File: src/rtl/baud_pkg.sv
// ----------------------------------------------------------------------------
// baud_pkg
// Shared constants for the UART baud rate generator and its users (TX, RX,
// bench): the supported baud rate list, default oversampling/accumulator
// widths, the rate code enumeration and the phase-increment function.
// ----------------------------------------------------------------------------
package baud_pkg;

   localparam int unsigned     NUM_RATES      = 32'd8;
   localparam int unsigned     DEF_OVERSAMPLE = 32'd16;
   localparam int unsigned     DEF_ACC_W      = 32'd24;
   localparam int unsigned     DEF_CNT_W      = 32'd6;
   localparam longint unsigned DEF_CLK_HZ     = 64'd100000000;

   // Rate code -> baud rate; entry 0 is the rightmost word.
   localparam logic [NUM_RATES-1:0][31:0] BAUD_RATES = {
      32'd115200, 32'd57600, 32'd38400, 32'd19200,
      32'd9600,   32'd4800,  32'd1200,  32'd300
   };

   typedef enum logic [2:0] {
      BAUD_300    = 3'b000,
      BAUD_1200   = 3'b001,
      BAUD_4800   = 3'b010,
      BAUD_9600   = 3'b011,
      BAUD_19200  = 3'b100,
      BAUD_38400  = 3'b101,
      BAUD_57600  = 3'b110,
      BAUD_115200 = 3'b111
   } baud_sel_e;

   // round(baud * oversample * 2^acc_w / clk_hz); the 64-bit product holds
   // every table entry for acc_w up to 32 and oversample up to 64.
   function automatic longint unsigned calc_inc(
      input longint unsigned baud,
      input longint unsigned oversample,
      input int unsigned     acc_w,
      input longint unsigned clk_hz
   );
      longint unsigned num;
      num = (baud * oversample) << acc_w;
      return (num + (clk_hz >> 1)) / clk_hz;
   endfunction

endpackage

File: src/rtl/baud_rate_generator_if.sv
// ----------------------------------------------------------------------------
// baud_rate_generator_if
// Configuration and strobe bundle of the baud rate generator.
//   en            run enable
//   baud_select   rate code (see baud_pkg::baud_sel_e)
//   inc_override  custom phase increment, used when ovr_mode = 1
//   ovr_mode      selects inc_override instead of the rate table
//   sample_ENABLE one-cycle oversample strobe (RX)
//   tx_ENABLE     one-cycle bit strobe (TX)
//   cfg_busy      restart cycle after a configuration change
// master = configuring side (UART / bench), slave = the generator.
// ----------------------------------------------------------------------------
interface baud_rate_generator_if #(
   parameter int unsigned ACC_W = 32'd24
);
   logic             en;
   logic [2:0]       baud_select;
   logic [ACC_W-1:0] inc_override;
   logic             ovr_mode;
   logic             sample_ENABLE;
   logic             tx_ENABLE;
   logic             cfg_busy;

   modport master (
      output en, baud_select, inc_override, ovr_mode,
      input  sample_ENABLE, tx_ENABLE, cfg_busy
   );

   modport slave (
      input  en, baud_select, inc_override, ovr_mode,
      output sample_ENABLE, tx_ENABLE, cfg_busy
   );
endinterface

File: src/rtl/baud_rate_generator_inc_rom.sv
// ----------------------------------------------------------------------------
// baud_inc_rom
// Combinational rate code -> phase increment lookup. The table is computed at
// elaboration from CLK_HZ, OVERSAMPLE and ACC_W.
//   i_baud_select  rate code
//   o_inc          phase increment for that rate
// ----------------------------------------------------------------------------
module baud_inc_rom
   import baud_pkg::*;
#(
   parameter longint unsigned CLK_HZ     = DEF_CLK_HZ,
   parameter int unsigned     OVERSAMPLE = DEF_OVERSAMPLE,
   parameter int unsigned     ACC_W      = DEF_ACC_W
)(
   input  logic [2:0]       i_baud_select,
   output logic [ACC_W-1:0] o_inc
);

   typedef logic [ACC_W-1:0]           inc_t;
   typedef inc_t [NUM_RATES-1:0]       table_t;

   function automatic table_t build_table();
      table_t t;
      for (int unsigned k = 32'd0; k < NUM_RATES; k++) begin
         t[k] = inc_t'(calc_inc(64'(BAUD_RATES[k]), 64'(OVERSAMPLE), ACC_W, CLK_HZ));
      end
      return t;
   endfunction

   localparam table_t INC_TABLE = build_table();

   // Table lookup; all eight codes are populated.
   always_comb begin
      o_inc = INC_TABLE[i_baud_select];
   end

endmodule

File: src/rtl/baud_rate_generator.sv
// ----------------------------------------------------------------------------
// baud_rate_generator
// Fractional phase-accumulator baud generator. Each enabled clock adds the
// selected increment to an ACC_W-bit accumulator; the carry out becomes the
// oversample strobe, and every OVERSAMPLE-th carry also raises the bit strobe.
// A configuration change restarts the accumulator and counter for one cycle.
//   i_clk    system clock, rising edge
//   i_reset  asynchronous active-high reset
//   bus      configuration inputs and strobe outputs (slave modport)
// ----------------------------------------------------------------------------
module baud_rate_generator
   import baud_pkg::*;
#(
   parameter longint unsigned CLK_HZ     = DEF_CLK_HZ,
   parameter int unsigned     OVERSAMPLE = DEF_OVERSAMPLE,
   parameter int unsigned     ACC_W      = DEF_ACC_W,
   parameter int unsigned     CNT_W      = DEF_CNT_W
)(
   input  logic                  i_clk,
   input  logic                  i_reset,
   baud_rate_generator_if.slave  bus
);

   localparam logic [CNT_W-1:0] CNT_LAST = CNT_W'(OVERSAMPLE - 32'd1);

   logic [ACC_W-1:0] r_acc;
   logic [CNT_W-1:0] r_cnt;
   logic [2:0]       r_sel_q;
   logic             r_mode_q;
   logic [ACC_W-1:0] r_ovr_q;
   logic             r_sample;
   logic             r_tx;
   logic             r_busy;

   logic [ACC_W-1:0] w_rom_inc;
   logic [ACC_W-1:0] w_inc;
   logic [ACC_W:0]   w_sum;
   logic             w_carry;
   logic             w_cfg_change;
   logic [ACC_W-1:0] w_acc_nxt;
   logic [CNT_W-1:0] w_cnt_nxt;
   logic             w_sample_nxt;
   logic             w_tx_nxt;
   logic             w_busy_nxt;

   baud_inc_rom #(
      .CLK_HZ     (CLK_HZ),
      .OVERSAMPLE (OVERSAMPLE),
      .ACC_W      (ACC_W)
   ) u_inc_rom (
      .i_baud_select (bus.baud_select),
      .o_inc         (w_rom_inc)
   );

   // Increment selection, accumulator sum and configuration-change detect.
   always_comb begin
      w_inc   = bus.ovr_mode ? bus.inc_override : w_rom_inc;
      w_sum   = {1'b0, r_acc} + {1'b0, w_inc};
      w_carry = w_sum[ACC_W];
      // The override value only matters while override mode is selected.
      w_cfg_change = ({bus.ovr_mode, bus.baud_select} != {r_mode_q, r_sel_q}) ||
                     (bus.ovr_mode && (bus.inc_override != r_ovr_q));
   end

   // Next-state for accumulator, counter and strobes.
   always_comb begin
      w_acc_nxt    = r_acc;
      w_cnt_nxt    = r_cnt;
      w_sample_nxt = 1'b0;
      w_tx_nxt     = 1'b0;
      w_busy_nxt   = 1'b0;
      if (!bus.en) begin
         w_acc_nxt = '0;
         w_cnt_nxt = '0;
      end else if (w_cfg_change) begin
         // Restart: any tick that would have fired this cycle is dropped.
         w_acc_nxt  = '0;
         w_cnt_nxt  = '0;
         w_busy_nxt = 1'b1;
      end else begin
         w_acc_nxt    = w_sum[ACC_W-1:0];
         w_sample_nxt = w_carry;
         w_tx_nxt     = w_carry && (r_cnt == CNT_LAST);
         if (w_carry) begin
            w_cnt_nxt = (r_cnt == CNT_LAST) ? '0 : (r_cnt + CNT_W'(1'b1));
         end else begin
            w_cnt_nxt = r_cnt;
         end
      end
   end

   // State registers; configuration copies always follow the inputs so that
   // toggling en alone never looks like a configuration change.
   always_ff @(posedge i_clk or posedge i_reset) begin
      if (i_reset) begin
         r_acc    <= '0;
         r_cnt    <= '0;
         r_sel_q  <= 3'b000;
         r_mode_q <= 1'b0;
         r_ovr_q  <= '0;
         r_sample <= 1'b0;
         r_tx     <= 1'b0;
         r_busy   <= 1'b0;
      end else begin
         r_acc    <= w_acc_nxt;
         r_cnt    <= w_cnt_nxt;
         r_sel_q  <= bus.baud_select;
         r_mode_q <= bus.ovr_mode;
         r_ovr_q  <= bus.inc_override;
         r_sample <= w_sample_nxt;
         r_tx     <= w_tx_nxt;
         r_busy   <= w_busy_nxt;
      end
   end

   assign bus.sample_ENABLE = r_sample;
   assign bus.tx_ENABLE     = r_tx;
   assign bus.cfg_busy      = r_busy;

endmodule

File: src/flat_wrapper.sv
// flat-port wrapper written by rule: the top's interface ports become plain ports
module baud_rate_generator_flat import baud_pkg::*;
#(
   parameter longint unsigned CLK_HZ     = DEF_CLK_HZ,
   parameter int unsigned     OVERSAMPLE = DEF_OVERSAMPLE,
   parameter int unsigned     ACC_W      = DEF_ACC_W,
   parameter int unsigned     CNT_W      = DEF_CNT_W
)
  (i_clk, i_reset, bus_en, bus_baud_select, bus_inc_override, bus_ovr_mode, bus_sample_ENABLE, bus_tx_ENABLE, bus_cfg_busy);
  baud_rate_generator_if #(.ACC_W(ACC_W)) bus_i ();
  input  logic i_clk;
  input  logic i_reset;
  input wire logic [$bits(bus_i.en)-1:0] bus_en;
  input wire logic [$bits(bus_i.baud_select)-1:0] bus_baud_select;
  input wire logic [$bits(bus_i.inc_override)-1:0] bus_inc_override;
  input wire logic [$bits(bus_i.ovr_mode)-1:0] bus_ovr_mode;
  output wire logic [$bits(bus_i.sample_ENABLE)-1:0] bus_sample_ENABLE;
  output wire logic [$bits(bus_i.tx_ENABLE)-1:0] bus_tx_ENABLE;
  output wire logic [$bits(bus_i.cfg_busy)-1:0] bus_cfg_busy;
  assign bus_i.en = bus_en;
  assign bus_i.baud_select = bus_baud_select;
  assign bus_i.inc_override = bus_inc_override;
  assign bus_i.ovr_mode = bus_ovr_mode;
  assign bus_sample_ENABLE = bus_i.sample_ENABLE;
  assign bus_tx_ENABLE = bus_i.tx_ENABLE;
  assign bus_cfg_busy = bus_i.cfg_busy;
  baud_rate_generator #(.CLK_HZ(CLK_HZ), .OVERSAMPLE(OVERSAMPLE), .ACC_W(ACC_W), .CNT_W(CNT_W)) u_core (.i_clk(i_clk), .i_reset(i_reset), .bus(bus_i));
endmodule
File: config.mk
export PLATFORM = sky130hd
export DESIGN_NAME = baud_rate_generator_flat
export DESIGN_NICKNAME = d
export VERILOG_FILES = /design/src/rtl/baud_pkg.sv /design/src/rtl/baud_rate_generator_if.sv /design/src/rtl/baud_rate_generator_inc_rom.sv /design/src/rtl/baud_rate_generator.sv /design/src/flat_wrapper.sv
export SDC_FILE = /design/constraint.sdc
export NUM_CORES = 1
export LEC_CHECK = 0
export ABC_AREA = 1
export CAP_MARGIN = 20
export CORE_MARGIN = 1
export CORE_UTILIZATION = 35
export DETAILED_ROUTE_END_ITERATION = 12
export GPL_ROUTABILITY_DRIVEN = 0
export PLACE_DENSITY = 0.51
export SLEW_MARGIN = 20
export SYNTH_ARGS = -nofsm -noshare
export SYNTH_HDL_FRONTEND = slang
export SYNTH_SLANG_ARGS = --single-unit
File: constraint.sdc
create_clock -name i_clk -period 1.9 [get_ports i_clk]
set_input_delay 0.285 -clock i_clk [delete_from_list [all_inputs] [get_ports i_clk]]
set_output_delay 0.285 -clock i_clk [all_outputs]
set_load 0.02 [all_outputs]
# [After elaboration in Yosys (flattened, before gate mapping)]
# Memory sizes are Yosys's and may differ from the RTL's.
# Index checks and enable logic that the tools add are counted.
[totals] register_bits=61 romBits=192 inputBits=31 mem_count=1
[op_classes] n_lt_le_gt_ge=1 eq_ne=4 muxes=14 addsub=2 n_reduce_logical=3
[mem_list] name="(name not given)" words=8 word_bits=24 read_ports=1 rd_ports_with_merged_regs=0 wr=0 line_no="baud_rate_generator_inc_rom.sv:34" source="o_inc = INC_TABLE[i_baud_select];"
[ops] operator="$mux 24" n=4
[ops] operator="$add 24x24->25" n=1
[ops] operator="$mux 6" n=4
[ops] operator="$ne 24x24->1" n=1
[ops] operator="$add 6x1->6 const B" n=1
[ops] operator="$eq 6x4->1 const B" n=1
[ops] operator="$mux 1" n=6
[ops] operator="$lt 3x4->1 const B" n=1
[ops] operator="$ne 4x4->1" n=1
[ops] operator="$ne 3x1->1 const B" n=1
[ops] operator="$logic_and 1x1->1" n=2
[ops] operator="$logic_or 1x1->1" n=1

# [Depth between registers and ports, before layout]
# Gate-level depths: netlist (run 1).
[depth] depth_word=7 ltp_mapped=19

# [Hierarchy]
# From an unflattened synthesis (run 1), not the netlist that was laid out.
[unflattened] cells_unflattened=611 hier_area_um2=4346.7
[modules_own_cells] mod="baud_rate_generator" n_inst=1 cells_per_inst=556 area_each_um2=4017.6
[modules_own_cells] mod="baud_inc_rom" n_inst=1 cells_per_inst=55 area_each_um2=329.1

# [Worst setup path after synthesis (run 1)]
# No wires, ideal clock.
[synth_timing] path_type="input to register" start="input bus_baud_select[2]" end="register u_core.r_acc[20]" slack_ns=-0.561 arrival_ns=2.344 path_buffers=1 cell_stages=16 setup_time_ns=0.117 t_required_ns=1.783 cell_sequence="clkbuf_1 -> or2_2 -> nand3_1 -> o21ai_0 -> inv_1 -> ha_1 -> inv_1 -> fa_1 -> o21ai_2 -> nand2_1 -> nand2_1 -> a21oi_1 -> o21ai_0 -> nand2_1 -> nand2_1 -> nor2_1"
[synth_between] elab_chain_cells=6 word_cells_on_any_way=8 cone_classes="add/sub (1); eq/ne (1); mux (4); reduce/logical (1); memory (1)"
[synth_lines] item="from (decl)" line_no="flat_wrapper.sv:14" source="input wire logic [$bits(bus_i.baud_select)-1:0] bus_baud_select;"
[synth_lines] item="$mem_v2 8x24"
[synth_lines] item="$mux 24 (not written as such)" line_no="baud_rate_generator_inc_rom.sv:34"
[synth_lines] item="$mux 24" line_no="baud_rate_generator.sv:57" source="w_inc = bus.ovr_mode ? bus.inc_override : w_rom_inc;"
[synth_lines] item="$add 24x24->25" line_no="baud_rate_generator.sv:58" source="w_sum = {1'b0, r_acc} + {1'b0, w_inc};"
[synth_lines] item="$mux 24 *" line_no="baud_rate_generator.sv:75" source="end else if (w_cfg_change) begin"
[synth_lines] item="$mux 24 *" line_no="baud_rate_generator.sv:72" source="if (!bus.en) begin"
[synth_lines] item="named net u_core.w_acc_nxt[20]" line_no="baud_rate_generator.sv:40" source="logic [ACC_W-1:0] w_acc_nxt;"
[synth_lines] item="to (signal assigned)" line_no="baud_rate_generator.sv:105" source="r_acc <= w_acc_nxt;"
[synth_lines] item="to (decl)" line_no="baud_rate_generator.sv:26" source="logic [ACC_W-1:0] r_acc;"
# Mark *: on every way through the listed nets, which the timed path passes. The rest lies on a longest branch. The select of a mux whose other input is x is not followed.
# A chain may end at the register's enable or synchronous reset.

# [Worst setup path after layout (run 1)]
[layout_timing] start="input bus_baud_select[0]" end="register u_core.r_acc[19]"
# The elaborated chain is that of the path after synthesis.

==> impl_metrics.py, run 1 <==
metrics = {
    "timing": {
        "setup_viol": 25,
        "fin_crit_sh_pct": 114,
        "min_period_ns": 2.17,
        "tightest_slew_ns": 0.555,
        "slew_viol_final": 0,
        "slew_headroom_pct": 63.0,
        "hold_viol_final": 0,
        "rsz0062_at_grt": "true",
        "fin_skew_ns": 0.00654,
        "postLayoutSetupSlackWorst_ns": -0.275,
        "fmax_mhz": 460,
        "worst_hold_slack_ns": 0.131,
    },
    "clock_network": {
        "hold_buffers": 0,
        "cts_root_buffer": "clkbuf_16",
        "cts.clk_slew.worst_paths_ns": 0.05,
        "cts_tree": "yes",
        "cts_max_path_buffers": 2,
        "clock-sinks": 61,
        "h-tree-depth": 3,
        "cts_made_buffers": 9,
        "clk_latency_ns": 0.34,
    },
    "grt": {
        "grt_pass1_vias": 4451,
        "grt_pass1_wl_um": 21000,
        "antenna_found_initial": 0,
        "grt_max_degree": 39,
        "overflow": 0,
        "grt_usage_pct": 21.4,
    },
    "cells_and_area": {
        "final_cell_mix": "125 x nand2_1, 110 x buf_4, 66 x inv_1",
        "layoutNonFillerInstCount": 910,
        "final_nets": 829,
        "layout-drive-gt1-share_pct": 45.9,
        "utilization_pct": 62.6,
        "mostFrequentLayoutCell": "nand2_1",
        "syn_to_final_growth_pct": 71.3,
        "antenna_cells": 0,
    },
    "drt": {
        "routed_wirelength_um": 13700,
        "vias": 4374,
        "first_iter_violations": 164,
        "first_pass_iters": 8,
        "drc": 5,
        "viasPerCell": 4.81,
        "route.met2.wl_um": 6840,
        "route.layer.met1.wl_um": 6110,
        "postRouteAntennaNets": 0,
        "top_layer": "met4",
        "wl_per_cell_um": 15.0,
        "wl_met3_um": 521,
    },
    "power": {
        "p_total_w": 0.00431,
        "power.internal_w": 0.00314,
        "power_density_nw_per_um2": 593,
        "leakagePower_nw": 3.57,
        "comb_power_share_pct": 23.4,
        "peakVddDrop_uv": 280,
        "p_switching_w": 0.00117,
        "power_frac_seq_pct": 31.4,
        "switching_share_pct": 27.2,
        "p_clk_share_pct": 45.2,
    },
    "logic_synthesis": {
        "yosysTopAreaCellShare_pct": 36.0,
        "ys_ff_latch": 61,
        "syn-num-nets": 654,
        "avgSynthCellArea_um2": 7.23,
        "synth_edf_count": 0,
        "yosysSeqAreaShare_pct": 36.0,
        "synthTopCellsByArea": "dfrtp_1 36%, nand2_1 15%, ha_1 10%",
        "synthesis.area_um2": 4250,
        "synth_top_area_cell": "dfrtp_1",
        "synth-main-ff-cell": "dfrtp_1",
        "synth_cell_types": 37,
        "synthCells": 587,
        "async_flop_share_pct": 100,
        "ys_warn_count": 0,
    },
    "setup_path": {
        "crit_path_end_kind": "register",
        "crit_arrival_ns": 2.45,
        "crit_required_ns": 2.17,
        "reg2regPathDepth": 11,
        "crit_type": "primary input to register",
        "r2r-end": "u_core.r_acc[18]",
        "r2r_slack_ns": -0.02,
        "r2r_start": "u_core.r_acc[0]",
        "crit_fanout": 4,
        "worstSetupStartpointType": "primary input",
    },
    "placed_design": {
        "port-buffer-count": 33,
        "dp_cells": 862,
        "hpwl_um": 9340,
    },
    "floorplanning": {
        "fp-row-count": 39,
        "die_area_um2": 12600,
        "start_util_pct": 36.6,
        "coreArea_um2": 11600,
        "dieWidth_um": 112,
        "die_y_um": 112,
        "ios": 34,
    },
    "outcome": {
        "status": "finished with violations",
        "violations": "design-rule violations, negative setup slack",
    },
    "worst_hold_path": {
        "holdCritPathClass": "primary input to register",
        "min_path_cells": 1,
        "hold_end": "u_core.r_ovr_q[12]",
        "worstHoldStart": "bus_inc_override[12]",
    },
    "run": {
        "max_cap_viol_count": 0,
    },
}
area by class of cell:
class | count | area (um2)
flip-flops and latches | 61 | 1530
clock buffers | 10 | 239
inverters | 85 | 339
fillers | 945 | 4340
repair buffers | 170 | 1500
well taps | 143 | 179
clock inverters | 6 | 110
multi-input cells | 435 | 3380
registers in the layout, indices dropped and copies added (netlist names):
signal and count:
u_core.r_acc 24, u_core.r_ovr_q 24, u_core.r_cnt 6, u_core.r_sel_q 3
u_core.bus.cfg_busy 1, u_core.bus.sample_ENABLE 1, u_core.bus.tx_ENABLE 1, u_core.r_mode_q 1
worst max-delay path by stage:
stage	depth (start not counted)	end	from	slack [ns]
after global routing	15	u_core.r_cnt[2]	bus_baud_select[1]	-0.42
after global placement	17	u_core.r_acc[22]	bus_baud_select[0]	-1.16
after floorplan	17	u_core.r_cnt[2]	bus_baud_select[0]	-0.37
final	16	u_core.r_acc[19]	bus_baud_select[0]	-0.27
after detailed placement	17	u_core.r_acc[22]	bus_baud_select[0]	-1.20
after CTS	17	u_core.r_cnt[2]	bus_baud_select[0]	-0.24
logic make-up (layout without fill, tap and decap cells):
group	after synthesis	in the layout	share of synthesized area (%)
and+or+nand+nor	298	299	29.3
buffers and inverters	92	271	8.69
AOI/OAI and AO/OA	77	77	10.5
DFF	61	61	36.0
adders and majority gates	36	36	10.8
xor gates and xnor gates	23	23	4.74
cell usage after synthesis (3+ instances only):
cell / instances
nand2_1: 164
nor2_1: 83
inv_1: 78
dfrtp_1: 61
a21oi_1: 36
ha_1: 35
nand3_1: 20
o21ai_0: 20
nor2_2: 13
xnor2_1: 12
xor2_1: 11
a22oi_1: 6
inv_2: 6
nand4_1: 6
o21bai_1: 4
buf_6: 3
nor3_1: 3
o21a_1: 3
per-layer routing:
metal,vias to the layer above,global-route usage (%)
met5,-,0
met4,0,8.53
met3,17,2.92
met2,75,36.7
met1,2073,27.2
li1,2209,-
power groups by stage:
stage	Combinational (W)	Sequential, W	Clock (W)
4_1_cts	0.000794	0.00135	0.00198
6_report	0.00101	0.00136	0.00195
3_3_place_gp	0.000689	0.00137	0
5_1_grt	0.00110	0.00136	0.00203
2_1_floorplan	0.000352	0.00137	0
3_5_place_dp	0.000697	0.00138	0
stage by stage:
step                      instance area [um2]  setup WS [ns]  setup TNS, ns
after CTS                                6370         -0.244          -4.36
after global routing                     7270         -0.423          -7.48
final                                    7270         -0.275          -4.56
after floorplan                          4320         -0.371          -6.16
after global placement                   5580          -1.16         -31.28
after detailed placement                 5580          -1.20         -32.29
critical path: stages:
cell,delay (ns)
buf_12,0.09
inv_8,0.04
ha_4,0.15
or2_4,0.27
o21ai_4,0.14
o21ai_1,0.08
ha_1,0.34
buf_6,0.15
a21oi_4,0.14
o21a_1,0.19
nor2_1,0.05
nor2_1,0.17
nand3_2,0.12
nand2_1,0.08
nand2_1,0.05
nor2_1,0.08
timing repair:
action / CTS / global route
endpoints found under the setup margin: 32 / 33
resized for setup: 111 / 167
gates cloned: 0 / 1
setup buffers: 16 / 18
pin swaps: 48 / 71
(Power assumes the default switching activity.)
==> inputs of run 2 (changes only) <==
--- a/config.mk
+++ b/config.mk
@@ -11,6 +11,7 @@
 export CORE_UTILIZATION = 35
 export DETAILED_ROUTE_END_ITERATION = 12
 export GPL_ROUTABILITY_DRIVEN = 0
+export GPL_TIMING_DRIVEN = 0
 export PLACE_DENSITY = 0.51
 export SLEW_MARGIN = 20
 export SYNTH_ARGS = -nofsm -noshare
==> impl_metrics.py, run 2 (synthesized netlist as in run 1, its figures left out) <==
metrics = {
    "outcome": {
        "status": "finished with violations",
        "violations": "design-rule violations, negative setup slack",
    },
    "clock_network": {
        "h-tree-depth": 3,
        "cts_root_buffer": "clkbuf_16",
        "cts_max_path_buffers": 2,
        "cts_made_buffers": 9,
        "cts.clk_slew.worst_paths_ns": 0.05,
        "clock-sinks": 61,
        "cts_tree": "yes",
        "hold_buffers": 0,
        "clk_latency_ns": 0.34,
    },
    "floorplanning": {
        "coreArea_um2": 11600,
        "die_area_um2": 12600,
        "start_util_pct": 36.6,
        "dieWidth_um": 112,
        "die_y_um": 112,
        "ios": 34,
        "fp-row-count": 39,
    },
    "setup_path": {
        "crit_required_ns": 2.12,
        "crit_fanout": 8,
        "crit_path_end_kind": "register",
        "crit_top_cell": "nand2_2",
        "crit_arrival_ns": 2.42,
        "crit_type": "primary input to register",
        "worstSetupStartpointType": "primary input",
        "crit_chain": "buf_12 -> inv_4 -> ha_4 -> or2_4 -> o221ai_2 -> o21ai_2 -> ha_1 -> nand2_2 -> inv_1 -> nand2_1 -> nand2_2 -> nand2_2 -> nand2_2 -> nand2_2 -> nand3_4 -> nand2_2 -> xor2_1 -> nor2_1",
        "critical-path-top-delay-family": "simple AND/OR/NAND/NOR gates",
        "cp_slowest_cell": "ha_1",
        "crit_path_max_incr_delay_ns": 0.34,
        "worst-path-buf-inv": 3,
    },
    "timing": {
        "fin_crit_sh_pct": 116,
        "slew_viol_final": 0,
        "min_period_ns": 2.20,
        "setup_viol": 27,
        "tightest_slew_ns": 0.395,
        "fmax_mhz": 455,
        "fin_skew_ns": 0.00450,
        "rsz0062_at_grt": "true",
        "slew_headroom_pct": 73.7,
        "hold_viol_final": 0,
        "postLayoutSetupSlackWorst_ns": -0.300,
        "worst_hold_slack_ns": 0.0791,
    },
    "power": {
        "p_total_w": 0.00359,
        "leakagePower_nw": 3.15,
        "peakVddDrop_uv": 310,
        "power_density_nw_per_um2": 590,
    },
    "placed_design": {
        "port-buffer-count": 33,
        "hpwl_um": 8340,
        "place_area_um2": 4860,
        "dp_cells": 764,
    },
    "cells_and_area": {
        "stdcell_area_um2": 6090,
        "syn_to_final_growth_pct": 43.4,
        "reg_top3": "u_core.r_acc (24), u_core.r_ovr_q (24), u_core.r_cnt (6)",
        "final_cell_mix": "139 x nand2_1, 69 x inv_1, 66 x nor2_1",
        "layoutNonFillerInstCount": 812,
        "layout-drive-gt1-share_pct": 31.2,
        "utilization_pct": 52.4,
        "mostFrequentLayoutCell": "nand2_1",
        "antenna_cells": 0,
        "final_nets": 733,
    },
    "grt": {
        "grt_max_degree": 35,
        "overflow": 0,
        "grt_pass1_vias": 3866,
        "antenna_found_initial": 0,
        "grt_pass1_wl_um": 18600,
        "grt_usage_pct": 19.1,
    },
    "worst_hold_path": {
        "holdCritPathClass": "primary input to register",
    },
    "drt": {
        "wl_per_cell_um": 14.5,
        "vias": 3942,
        "drc": 5,
        "routed_wirelength_um": 11800,
        "first_pass_iters": 9,
        "first_iter_violations": 168,
        "viasPerCell": 4.85,
        "postRouteAntennaNets": 0,
    },
    "run": {
        "max_cap_viol_count": 0,
    },
}
-- run 2: final timing paths --
check	cells past startpoint	endpoint	from	slack (ns)
worst min register to register	2	u_core.r_cnt[3]	u_core.r_cnt[3]	0.53
worst max register to register	10	u_core.r_cnt[2]	u_core.r_acc[21]	-0.01
min in group asynchronous	2	u_core.r_ovr_q[21]	i_reset	0.30
worst min-delay path	1	u_core.r_sel_q[2]	bus_baud_select[2]	0.08
max in group asynchronous	3	u_core.r_acc[1]	i_reset	1.07
worst max-delay path	18	u_core.r_cnt[2]	bus_baud_select[0]	-0.30
-- run 2: per-stage QoR --
stage,TNS [ns],setup slack (ns)
floorplan,-6.16,-0.371
global placement,-118.76,-1.64
detailed placement,-43.92,-1.68
CTS,-6.95,-0.367
global route,-8.58,-0.408
finish,-5.36,-0.300
-- run 2: timing repair --
item | CTS | global route
resized for setup | 78 | 125
pin swaps | 21 | 46
hold endpoints to repair | 0 | 0
setup buffers | 16 | 17
setup endpoints to repair | 32 | 32
gates cloned | 1 | 0
-- run 2: layout make-up --
cell class              count  area, um2
clock inverters             2       10.0
clock buffers              12        256
multi-input cells         434       2990
inverters                  85        334
well taps                 143        179
repair buffers             68        711
plain buffers               7       83.8
fillers                  1114       5520
flip-flops and latches     61       1530
-- run 2: power breakdown --
group | internal, W | switching, W
sequential | 0.00134 | 0.0000172
clock | 0.000934 | 0.000574
combinational | 0.000315 | 0.000414
total | 0.00259 | 0.00101
-- run 2: routing by layer --
metal	vias up	GRT usage, %	wire (um)
met5	-	0	0
met2	60	30.2	5660
met1	1855	25.7	5520
li1	2009	-	-
met3	18	3.94	401
met4	0	7.47	194
